$ cat src/rtl/fp_pkg.sv
// Shared types and field helpers for the sequential FP mul/div unit
// and the rounding/packing stage it shares with the adder.
package fp_pkg;

  typedef enum logic [2:0] {
    S_IDLE,
    S_UNPACK,
    S_MUL_IT,
    S_DIV_IT,
    S_NORM,
    S_ROUND,
    S_DONE
  } state_t;

  localparam logic [1:0] OFUF_OK = 2'b00;
  localparam logic [1:0] OFUF_OV = 2'b10;
  localparam logic [1:0] OFUF_UF = 2'b01;

  function automatic int fp_bias(input int ew);
    return (1 << (ew - 1)) - 1;
  endfunction

  function automatic int fp_exp_ones(input int ew);
    return (1 << ew) - 1;
  endfunction

  function automatic int fp_inf(input int ew, input int mw,
                                input logic s);
    return (int'(s) << (ew + mw)) | (fp_exp_ones(ew) << mw);
  endfunction

  function automatic int fp_nan(input int ew, input int mw,
                                input logic s);
    return fp_inf(ew, mw, s) | (1 << (mw - 1));
  endfunction

endpackage

$ cat src/rtl/fp_round_pack.sv
// Round-to-nearest-even on a normalised significand, then range
// check the exponent and pack sign/exp/fraction with OFUF flags.
module fp_round_pack
  import fp_pkg::*;
#(
  parameter int EXP_W = 5,
  parameter int MAN_W = 10
) (
  input  logic                     i_sign,
  input  logic signed [EXP_W+1:0]  i_e,
  input  logic [MAN_W:0]           i_sig,
  input  logic                     i_g,
  input  logic                     i_r,
  input  logic                     i_s,
  output logic [EXP_W+MAN_W:0]     o_res,
  output logic [1:0]               o_ofuf
);

  localparam int W = 1 + EXP_W + MAN_W;
  localparam logic signed [EXP_W+1:0] EMAX =
    (EXP_W+2)'(fp_exp_ones(EXP_W));

  logic                    w_inc;
  logic [MAN_W+1:0]        w_sum;
  logic [MAN_W-1:0]        w_frac;
  logic signed [EXP_W+1:0] w_e;

  assign w_inc  = i_g & (i_r | i_s | i_sig[0]);
  assign w_sum  = {1'b0, i_sig} + {{(MAN_W+1){1'b0}}, w_inc};
  // Carry-out only happens from all-ones, so fraction is zero.
  assign w_frac = w_sum[MAN_W+1] ? w_sum[MAN_W:1]
                                 : w_sum[MAN_W-1:0];
  assign w_e    = i_e + {{(EXP_W+1){1'b0}}, w_sum[MAN_W+1]};

  always_comb begin
    o_res  = {i_sign, w_e[EXP_W-1:0], w_frac};
    o_ofuf = OFUF_OK;
    if (w_e >= EMAX) begin
      o_res  = W'(fp_inf(EXP_W, MAN_W, i_sign));
      o_ofuf = OFUF_OV;
    end else if (w_e[EXP_W+1] || w_e == '0) begin
      o_res  = {i_sign, {(W-1){1'b0}}};
      o_ofuf = OFUF_UF;
    end
  end

endmodule

$ cat src/rtl/fp_mul_div_seq.sv
// Iterative FP multiply (shift-add) / divide (restoring) unit with
// round-to-nearest-even and OFUF reporting; one op per handshake.
module fp_mul_div_seq
  import fp_pkg::*;
#(
  parameter int EXP_W = 5,
  parameter int MAN_W = 10
) (
  input  logic                 clk,
  input  logic                 reset_n,
  input  logic                 start,
  input  logic                 mul_div,
  input  logic [EXP_W+MAN_W:0] x,
  input  logic [EXP_W+MAN_W:0] y,
  output logic                 busy,
  output logic                 done,
  output logic [EXP_W+MAN_W:0] result,
  output logic [1:0]           ofuf
);

  localparam int W  = 1 + EXP_W + MAN_W;
  localparam int SW = MAN_W + 1;
  localparam int PW = 2 * SW;
  localparam int QW = MAN_W + 3;
  localparam int EW = EXP_W + 2;
  localparam int CW = $clog2(QW);

  localparam logic [EXP_W-1:0] EONES =
    EXP_W'(fp_exp_ones(EXP_W));
  localparam logic signed [EW-1:0] BIAS_E =
    EW'(fp_bias(EXP_W));
  localparam logic [CW-1:0] CNT_MUL = CW'(SW - 2);
  localparam logic [CW-1:0] CNT_DIV = CW'(QW - 2);

  state_t r_state, w_nxt;

  logic              r_op;
  logic [W-1:0]      r_x, r_y;
  logic [PW-1:0]     r_prod;
  logic [SW:0]       r_rem;
  logic [QW-1:0]     r_quo;
  logic [CW-1:0]     r_cnt;
  logic signed [EW-1:0] r_e;
  logic [MAN_W:0]    r_sig;
  logic              r_g, r_r, r_s;
  logic [W-1:0]      r_pack, r_res;
  logic [1:0]        r_pk_of, r_of;
  logic              r_done;

  logic [SW-1:0]     w_sx, w_sy;
  logic [EXP_W-1:0]  w_ex, w_ey;
  logic signed [EW-1:0] w_ex_s, w_ey_s;
  logic              w_sgn, w_xz, w_yz, w_xinf, w_yinf;
  logic              w_unp;
  logic [PW-1:0]     w_prod_cur, w_prod_nxt;
  logic [SW:0]       w_pp;
  logic [SW:0]       w_rem_cur, w_rsub, w_rem_nxt;
  logic              w_ge;
  logic [QW-1:0]     w_quo_nxt;
  logic              w_special;
  logic [W-1:0]      w_sp_res, w_rp_res;
  logic [1:0]        w_sp_of, w_rp_of;
  logic [MAN_W:0]    w_n_sig;
  logic              w_n_g, w_n_r, w_n_s;
  logic signed [EW-1:0] w_n_adj;

  assign w_ex   = r_x[W-2:MAN_W];
  assign w_ey   = r_y[W-2:MAN_W];
  assign w_ex_s = {2'b00, w_ex};
  assign w_ey_s = {2'b00, w_ey};
  assign w_sx   = {1'b1, r_x[MAN_W-1:0]};
  assign w_sy   = {1'b1, r_y[MAN_W-1:0]};
  assign w_sgn  = r_x[W-1] ^ r_y[W-1];
  assign w_xz   = (w_ex == '0);
  assign w_yz   = (w_ey == '0);
  assign w_xinf = (w_ex == EONES);
  assign w_yinf = (w_ey == EONES);
  assign w_unp  = (r_state == S_UNPACK);

  // UNPACK performs the first iteration from the raw significands.
  assign w_prod_cur = w_unp ? {{SW{1'b0}}, w_sy} : r_prod;
  assign w_pp       = {1'b0, w_prod_cur[PW-1:SW]} +
                      (w_prod_cur[0] ? {1'b0, w_sx} : '0);
  assign w_prod_nxt = {w_pp, w_prod_cur[SW-1:1]};

  assign w_rem_cur = w_unp ? {1'b0, w_sx} : r_rem;
  assign w_ge      = (w_rem_cur >= {1'b0, w_sy});
  assign w_rsub    = w_ge ? w_rem_cur - {1'b0, w_sy} : w_rem_cur;
  assign w_rem_nxt = w_rsub << 1;
  assign w_quo_nxt = w_unp ? {{(QW-1){1'b0}}, w_ge}
                           : {r_quo[QW-2:0], w_ge};

  always_comb begin
    w_special = 1'b1;
    w_sp_res  = {w_sgn, {(W-1){1'b0}}};
    w_sp_of   = OFUF_OK;
    if (w_xinf || w_yinf) begin
      w_sp_res = W'(fp_inf(EXP_W, MAN_W, w_sgn));
      w_sp_of  = OFUF_OV;
    end else if (r_op && w_xz && w_yz) begin
      w_sp_res = W'(fp_nan(EXP_W, MAN_W, w_sgn));
      w_sp_of  = OFUF_OV;
    end else if (r_op && w_yz) begin
      w_sp_res = W'(fp_inf(EXP_W, MAN_W, w_sgn));
      w_sp_of  = OFUF_OV;
    end else if (!(w_xz || w_yz)) begin
      w_special = 1'b0;
    end
  end

  always_comb begin
    w_n_sig = r_prod[PW-2 -: SW];
    w_n_g   = r_prod[SW-2];
    w_n_r   = r_prod[SW-3];
    w_n_s   = |r_prod[SW-4:0];
    w_n_adj = '0;
    if (!r_op) begin
      if (r_prod[PW-1]) begin
        w_n_sig = r_prod[PW-1 -: SW];
        w_n_g   = r_prod[SW-1];
        w_n_r   = r_prod[SW-2];
        w_n_s   = |r_prod[SW-3:0];
        w_n_adj = EW'(1);
      end
    end else begin
      w_n_s = |r_rem;
      if (r_quo[QW-1]) begin
        w_n_sig = r_quo[QW-1 -: SW];
        w_n_g   = r_quo[1];
        w_n_r   = r_quo[0];
      end else begin
        w_n_sig = r_quo[QW-2 -: SW];
        w_n_g   = r_quo[0];
        w_n_r   = 1'b0;
        w_n_adj = '1;
      end
    end
  end

  fp_round_pack #(
    .EXP_W (EXP_W),
    .MAN_W (MAN_W)
  ) u_round_pack (
    .i_sign (w_sgn),
    .i_e    (r_e),
    .i_sig  (r_sig),
    .i_g    (r_g),
    .i_r    (r_r),
    .i_s    (r_s),
    .o_res  (w_rp_res),
    .o_ofuf (w_rp_of)
  );

  always_comb begin
    w_nxt = r_state;
    unique case (r_state)
      S_IDLE:   if (start) w_nxt = S_UNPACK;
      S_UNPACK: begin
        if (w_special)  w_nxt = S_DONE;
        else if (r_op)  w_nxt = S_DIV_IT;
        else            w_nxt = S_MUL_IT;
      end
      S_MUL_IT,
      S_DIV_IT: if (r_cnt == '0) w_nxt = S_NORM;
      S_NORM:   w_nxt = S_ROUND;
      S_ROUND:  w_nxt = S_DONE;
      S_DONE:   w_nxt = S_IDLE;
      default:  w_nxt = S_IDLE;
    endcase
  end

  always_ff @(posedge clk or negedge reset_n) begin
    if (!reset_n) r_state <= S_IDLE;
    else          r_state <= w_nxt;
  end

  always_ff @(posedge clk or negedge reset_n) begin
    if (!reset_n) begin
      r_op    <= 1'b0;
      r_x     <= '0;
      r_y     <= '0;
      r_prod  <= '0;
      r_rem   <= '0;
      r_quo   <= '0;
      r_cnt   <= '0;
      r_e     <= '0;
      r_sig   <= '0;
      r_g     <= 1'b0;
      r_r     <= 1'b0;
      r_s     <= 1'b0;
      r_pack  <= '0;
      r_pk_of <= OFUF_OK;
      r_res   <= '0;
      r_of    <= OFUF_OK;
      r_done  <= 1'b0;
    end else begin
      r_done <= (r_state == S_DONE);
      unique case (r_state)
        S_IDLE: begin
          if (start) begin
            r_op <= mul_div;
            r_x  <= x;
            r_y  <= y;
          end
        end
        S_UNPACK: begin
          r_prod  <= w_prod_nxt;
          r_rem   <= w_rem_nxt;
          r_quo   <= w_quo_nxt;
          r_cnt   <= r_op ? CNT_DIV : CNT_MUL;
          r_e     <= r_op ? w_ex_s - w_ey_s + BIAS_E
                          : w_ex_s + w_ey_s - BIAS_E;
          r_pack  <= w_sp_res;
          r_pk_of <= w_sp_of;
        end
        S_MUL_IT: begin
          r_prod <= w_prod_nxt;
          r_cnt  <= r_cnt - 1'b1;
        end
        S_DIV_IT: begin
          r_rem <= w_rem_nxt;
          r_quo <= w_quo_nxt;
          r_cnt <= r_cnt - 1'b1;
        end
        S_NORM: begin
          r_sig <= w_n_sig;
          r_g   <= w_n_g;
          r_r   <= w_n_r;
          r_s   <= w_n_s;
          r_e   <= r_e + w_n_adj;
        end
        S_ROUND: begin
          r_pack  <= w_rp_res;
          r_pk_of <= w_rp_of;
        end
        S_DONE: begin
          r_res <= r_pack;
          r_of  <= r_pk_of;
        end
        default: ;
      endcase
    end
  end

  assign busy   = (r_state != S_IDLE);
  assign done   = r_done;
  assign result = r_res;
  assign ofuf   = r_of;

endmodule
$ cat config.mk
export PLATFORM = sky130hd
export DESIGN_NAME = fp_mul_div_seq
export DESIGN_NICKNAME = d
export VERILOG_FILES = /design/src/rtl/fp_pkg.sv /design/src/rtl/fp_round_pack.sv /design/src/rtl/fp_mul_div_seq.sv
export SDC_FILE = /design/constraint.sdc
export NUM_CORES = 1
export LEC_CHECK = 0
export ABC_CLOCK_PERIOD_IN_PS = 3500
export CAP_MARGIN = 20
export CORE_MARGIN = 8
export CORE_UTILIZATION = 60
export DETAILED_ROUTE_END_ITERATION = 16
export PLACE_DENSITY = 0.81
export SYNTH_ARGS = -nofsm -noshare
export SYNTH_HDL_FRONTEND = slang
export SYNTH_SLANG_ARGS = --single-unit
$ cat constraint.sdc
create_clock -name clk -period 3.5 [get_ports clk]
set_input_delay 0.875 -clock clk [delete_from_list [all_inputs] [get_ports clk]]
set_output_delay 0.875 -clock clk [all_outputs]
set_load 0.005 [all_outputs]
==> results.cfg, run 1 <==
[floorplanning]
rows = 43
ios = 56
dieHeight_microns = 135
dieWidth_microns = 135
dieArea_sq_um = 18200
coreArea_sq_um = 13800
initial_utilization = 0.612

[layout]
final_cell_mix = nand2_1 (205), dfrtp_1 (144), o21ai_0 (83)
finish.instance_area_sq_um = 9800
drive_gt1_frac = 0.0888
nNetsFinal = 1087
finish.utilization = 0.709
diodes = 0
mostFrequentLayoutCell = nand2_1
layout-area-overhead-vs-synth_pct = 15.8

[synth]
yosys_warnings = 0
ys_ff_latch = 144
yosysUniqueCellTypes = 62
synth_flop_cell = dfrtp_1
ys_async_sr_fraction = 1.00
seq_area_frac_synth = 0.426
synth_cells = 952
syn_avg_cell_area_sq_um = 8.89
syn_area_sq_um = 8470
syn-num-nets = 1039
synth_edf_count = 0

[worst_setup_path]
arrival_ns = 3.55
slowest_delay_ns = 0.37
crit_slowest_cell = dfrtp_1
end_kind = flip-flop
critPathLaunchType = flip-flop
crit_required_ns = 3.82
path_class = flip-flop to flip-flop
worst-path-max-fanout = 17
worstPathCellList = nand2b_1, or2_1, buf_4, nand2_1, nand2_1, ha_1, a211oi_1, o21ai_0, o221ai_1, a31oi_1, a21oi_4, o221ai_1, o21a_1

[timing]
slew_headroom = 0.309
finalSetupViolCount = 0
tightest_slew_ns = 1.04
worst_slack_ns = 0.268
grt_setup_unrepaired = false
hold_viol = 0
drv_slew = 0
finClkSkew_ns = 0.00769
period_needed_ns = 3.23
finalSetupTns_ns = 0
fmax_ghz = 0.309
finalCritPeriodShare = 0.924

[clock_network]
hold_buffers = 0
cts_buffers = 17
clock_latency_ns = 0.43
clockRootBuffer = clkbuf_16
clk_pin_slew_ns = 0.06
numClockSinks = 144
cts_tree = built
clockBufferDepth = 2
ctsHtreeMaxLevel = 4

[global_route]
grt_max_degree = 72
antenna_found_initial = 0
grt_overflow = 0
grt_pass1_vias = 6697
grt_pass1_wl_mm = 32.0
grt_usage = 0.220

[routing]
initialDrtViolationCount = 444
met1_length_mm = 8.11
ant_nets = 0
wirelength_mm = 19.1
dr.pass1.iters = 7
drc_errors = 0
met2_length_mm = 9.25
drt-vias-per-instance = 5.73
wl_per_cell_microns = 16.0
met3_length_mm = 1.20
highest_layer = met4
num_vias = 6833

[place]
port-buffer-count = 55
place_ws_ns = 0.218
gp_congestion = 0.948
placed_cell_area_sq_um = 9220
dp_hpwl_mm = 13.6

[job]
drv_cap = 0

[power]
ir_drop_uv = 868
leakagePower_nw = 4.54
power_density_nw_per_um2 = 1050

[worst_hold_path]
hp-class = input port to async pin

[outcome]
status = finished clean
[flip-flops by register name, summed over array words and instances (netlist names)]
name / flops
done: 1
r_sig: 11
r_pack: 16
r_x: 16
result: 16
r_quo: 13
r_g: 1
r_rem: 11
ofuf: 2
r_prod: 22
r_cnt: 4
r_s: 1
r_state: 3
r_op: 1
r_r: 1
r_pk_of: 2
r_e: 7
r_y: 16
[cell families (layout without fill, tap and decap cells)]
logic type | after synthesis | after routing | synth area share
xor gates and xnor gates | 39 | 39 | 0.0412
and+or+nand+nor | 365 | 365 | 0.194
adders and majority gates | 51 | 51 | 0.0798
AOI/OAI and AO/OA | 213 | 213 | 0.153
muxes | 52 | 52 | 0.0656
DFF | 144 | 144 | 0.426
buffers and inverters | 88 | 149 | 0.0406
[per-layer routing]
metal | track usage | vias to the layer above
met5 | 0 | -
met4 | 0.108 | 0
met3 | 0.0498 | 46
met2 | 0.356 | 219
met1 | 0.272 | 3197
li1 | - | 3371
[worst max-delay path, delay by kind of cell, from the launching register on]
| family | cells | cell delay, ns |
|---|---|---|
| AND/OR/NAND/NOR | 4 | 0.58 |
| AO/OA/AOI/OAI | 7 | 1.58 |
| flip-flops | 1 | 0.37 |
| adder cells (fa/ha/maj) | 1 | 0.36 |
| buffers and inverters | 1 | 0.22 |
[final timing paths]
path                       startpoint   endpoint  slack [ns]  cells after the start
max                        r_state[1]   r_rem[1]        0.27                     13
min reg2reg                 r_pack[6]  result[6]        0.46                      2
max reg2reg                r_state[1]   r_rem[1]        0.27                     13
min in group clk            r_pack[6]  result[6]        0.46                      2
max in group asynchronous     reset_n  result[4]        2.17                      2
min                           reset_n     r_y[4]        0.44                      1
[synthesized netlist by cell type (3+ instances only)]
cell type    n  area [sq um]
nand2b_1    10          62.6
o21ai_0     83           415
o211ai_1     4          30.0
mux2i_1     24           240
buf_1        4          15.0
o221ai_1     4          35.0
and2_1      14          87.6
fa_1         5           100
and3_1       3          18.8
nand3_1     26           130
or3_1        4          25.0
o21bai_1     3          22.5
a31oi_1      6          37.5
buf_2        8          40.0
ha_1        46           576
nand2_1    205           769
nor2b_1     13          81.3
inv_1       43           161
a221o_1      4          40.0
xor2_1      19           166
nor2_1      54           203
clkbuf_1    31           116
a211o_1      3          26.3
a211oi_1     6          45.0
nand4_1      6          37.5
a21o_1      15           113
mux2_2      28           315
nand3b_1     3          22.5
dfrtp_1    144          3600
a21oi_1     47           235
o21a_1       6          45.0
nor4_1       5          31.3
o31a_1       4          35.0
nor3_1      10          50.1
xnor2_1     19           166
o21ai_1      6          30.0
o31ai_1      5          37.5
[per-stage QoR]
stage	instances	total power [W]	hold slack, ns
5_1_grt	1193	0.0111	0.486
3_5_place_dp	1161	0.00835	0.450
3_3_place_gp	1161	0.00820	0.450
6_report	1193	0.0103	0.445
4_1_cts	1193	0.0102	0.466
2_1_floorplan	952	0.00702	0.439
[final cells by class]
| type | count | area (sq um) |
|---|---|---|
| Fill cell | 1046 | 4020 |
| Clock buffer | 22 | 454 |
| Tap cell | 180 | 225 |
| Timing Repair Buffer | 73 | 703 |
| Multi-Input combinational cell | 720 | 4540 |
| Inverter | 44 | 165 |
| Sequential cell | 144 | 3600 |
| Clock inverter | 10 | 111 |
[timing repair]
action | CTS | global route
resized for setup | 0 | 3
setup buffers | 0 | 0
setup endpoints to repair | 0 | 11
[where the power goes]
part           leakage [nW]  total (W)  internal (W)  switching, W
logic                  2.42    0.00565       0.00241       0.00324
clock network         0.270    0.00175       0.00106      0.000684
registers              1.84    0.00289       0.00230      0.000590
total                  4.54     0.0103       0.00577       0.00452
No activity file was read; power rests on OpenSTA's default activity.
==> run 2: changes to the inputs <==
- CTS_CLUSTER_DIAMETER: default -> 30
==> results of run 2 <==
No change in the layout: final DEF, timing and power equal those of run 1.
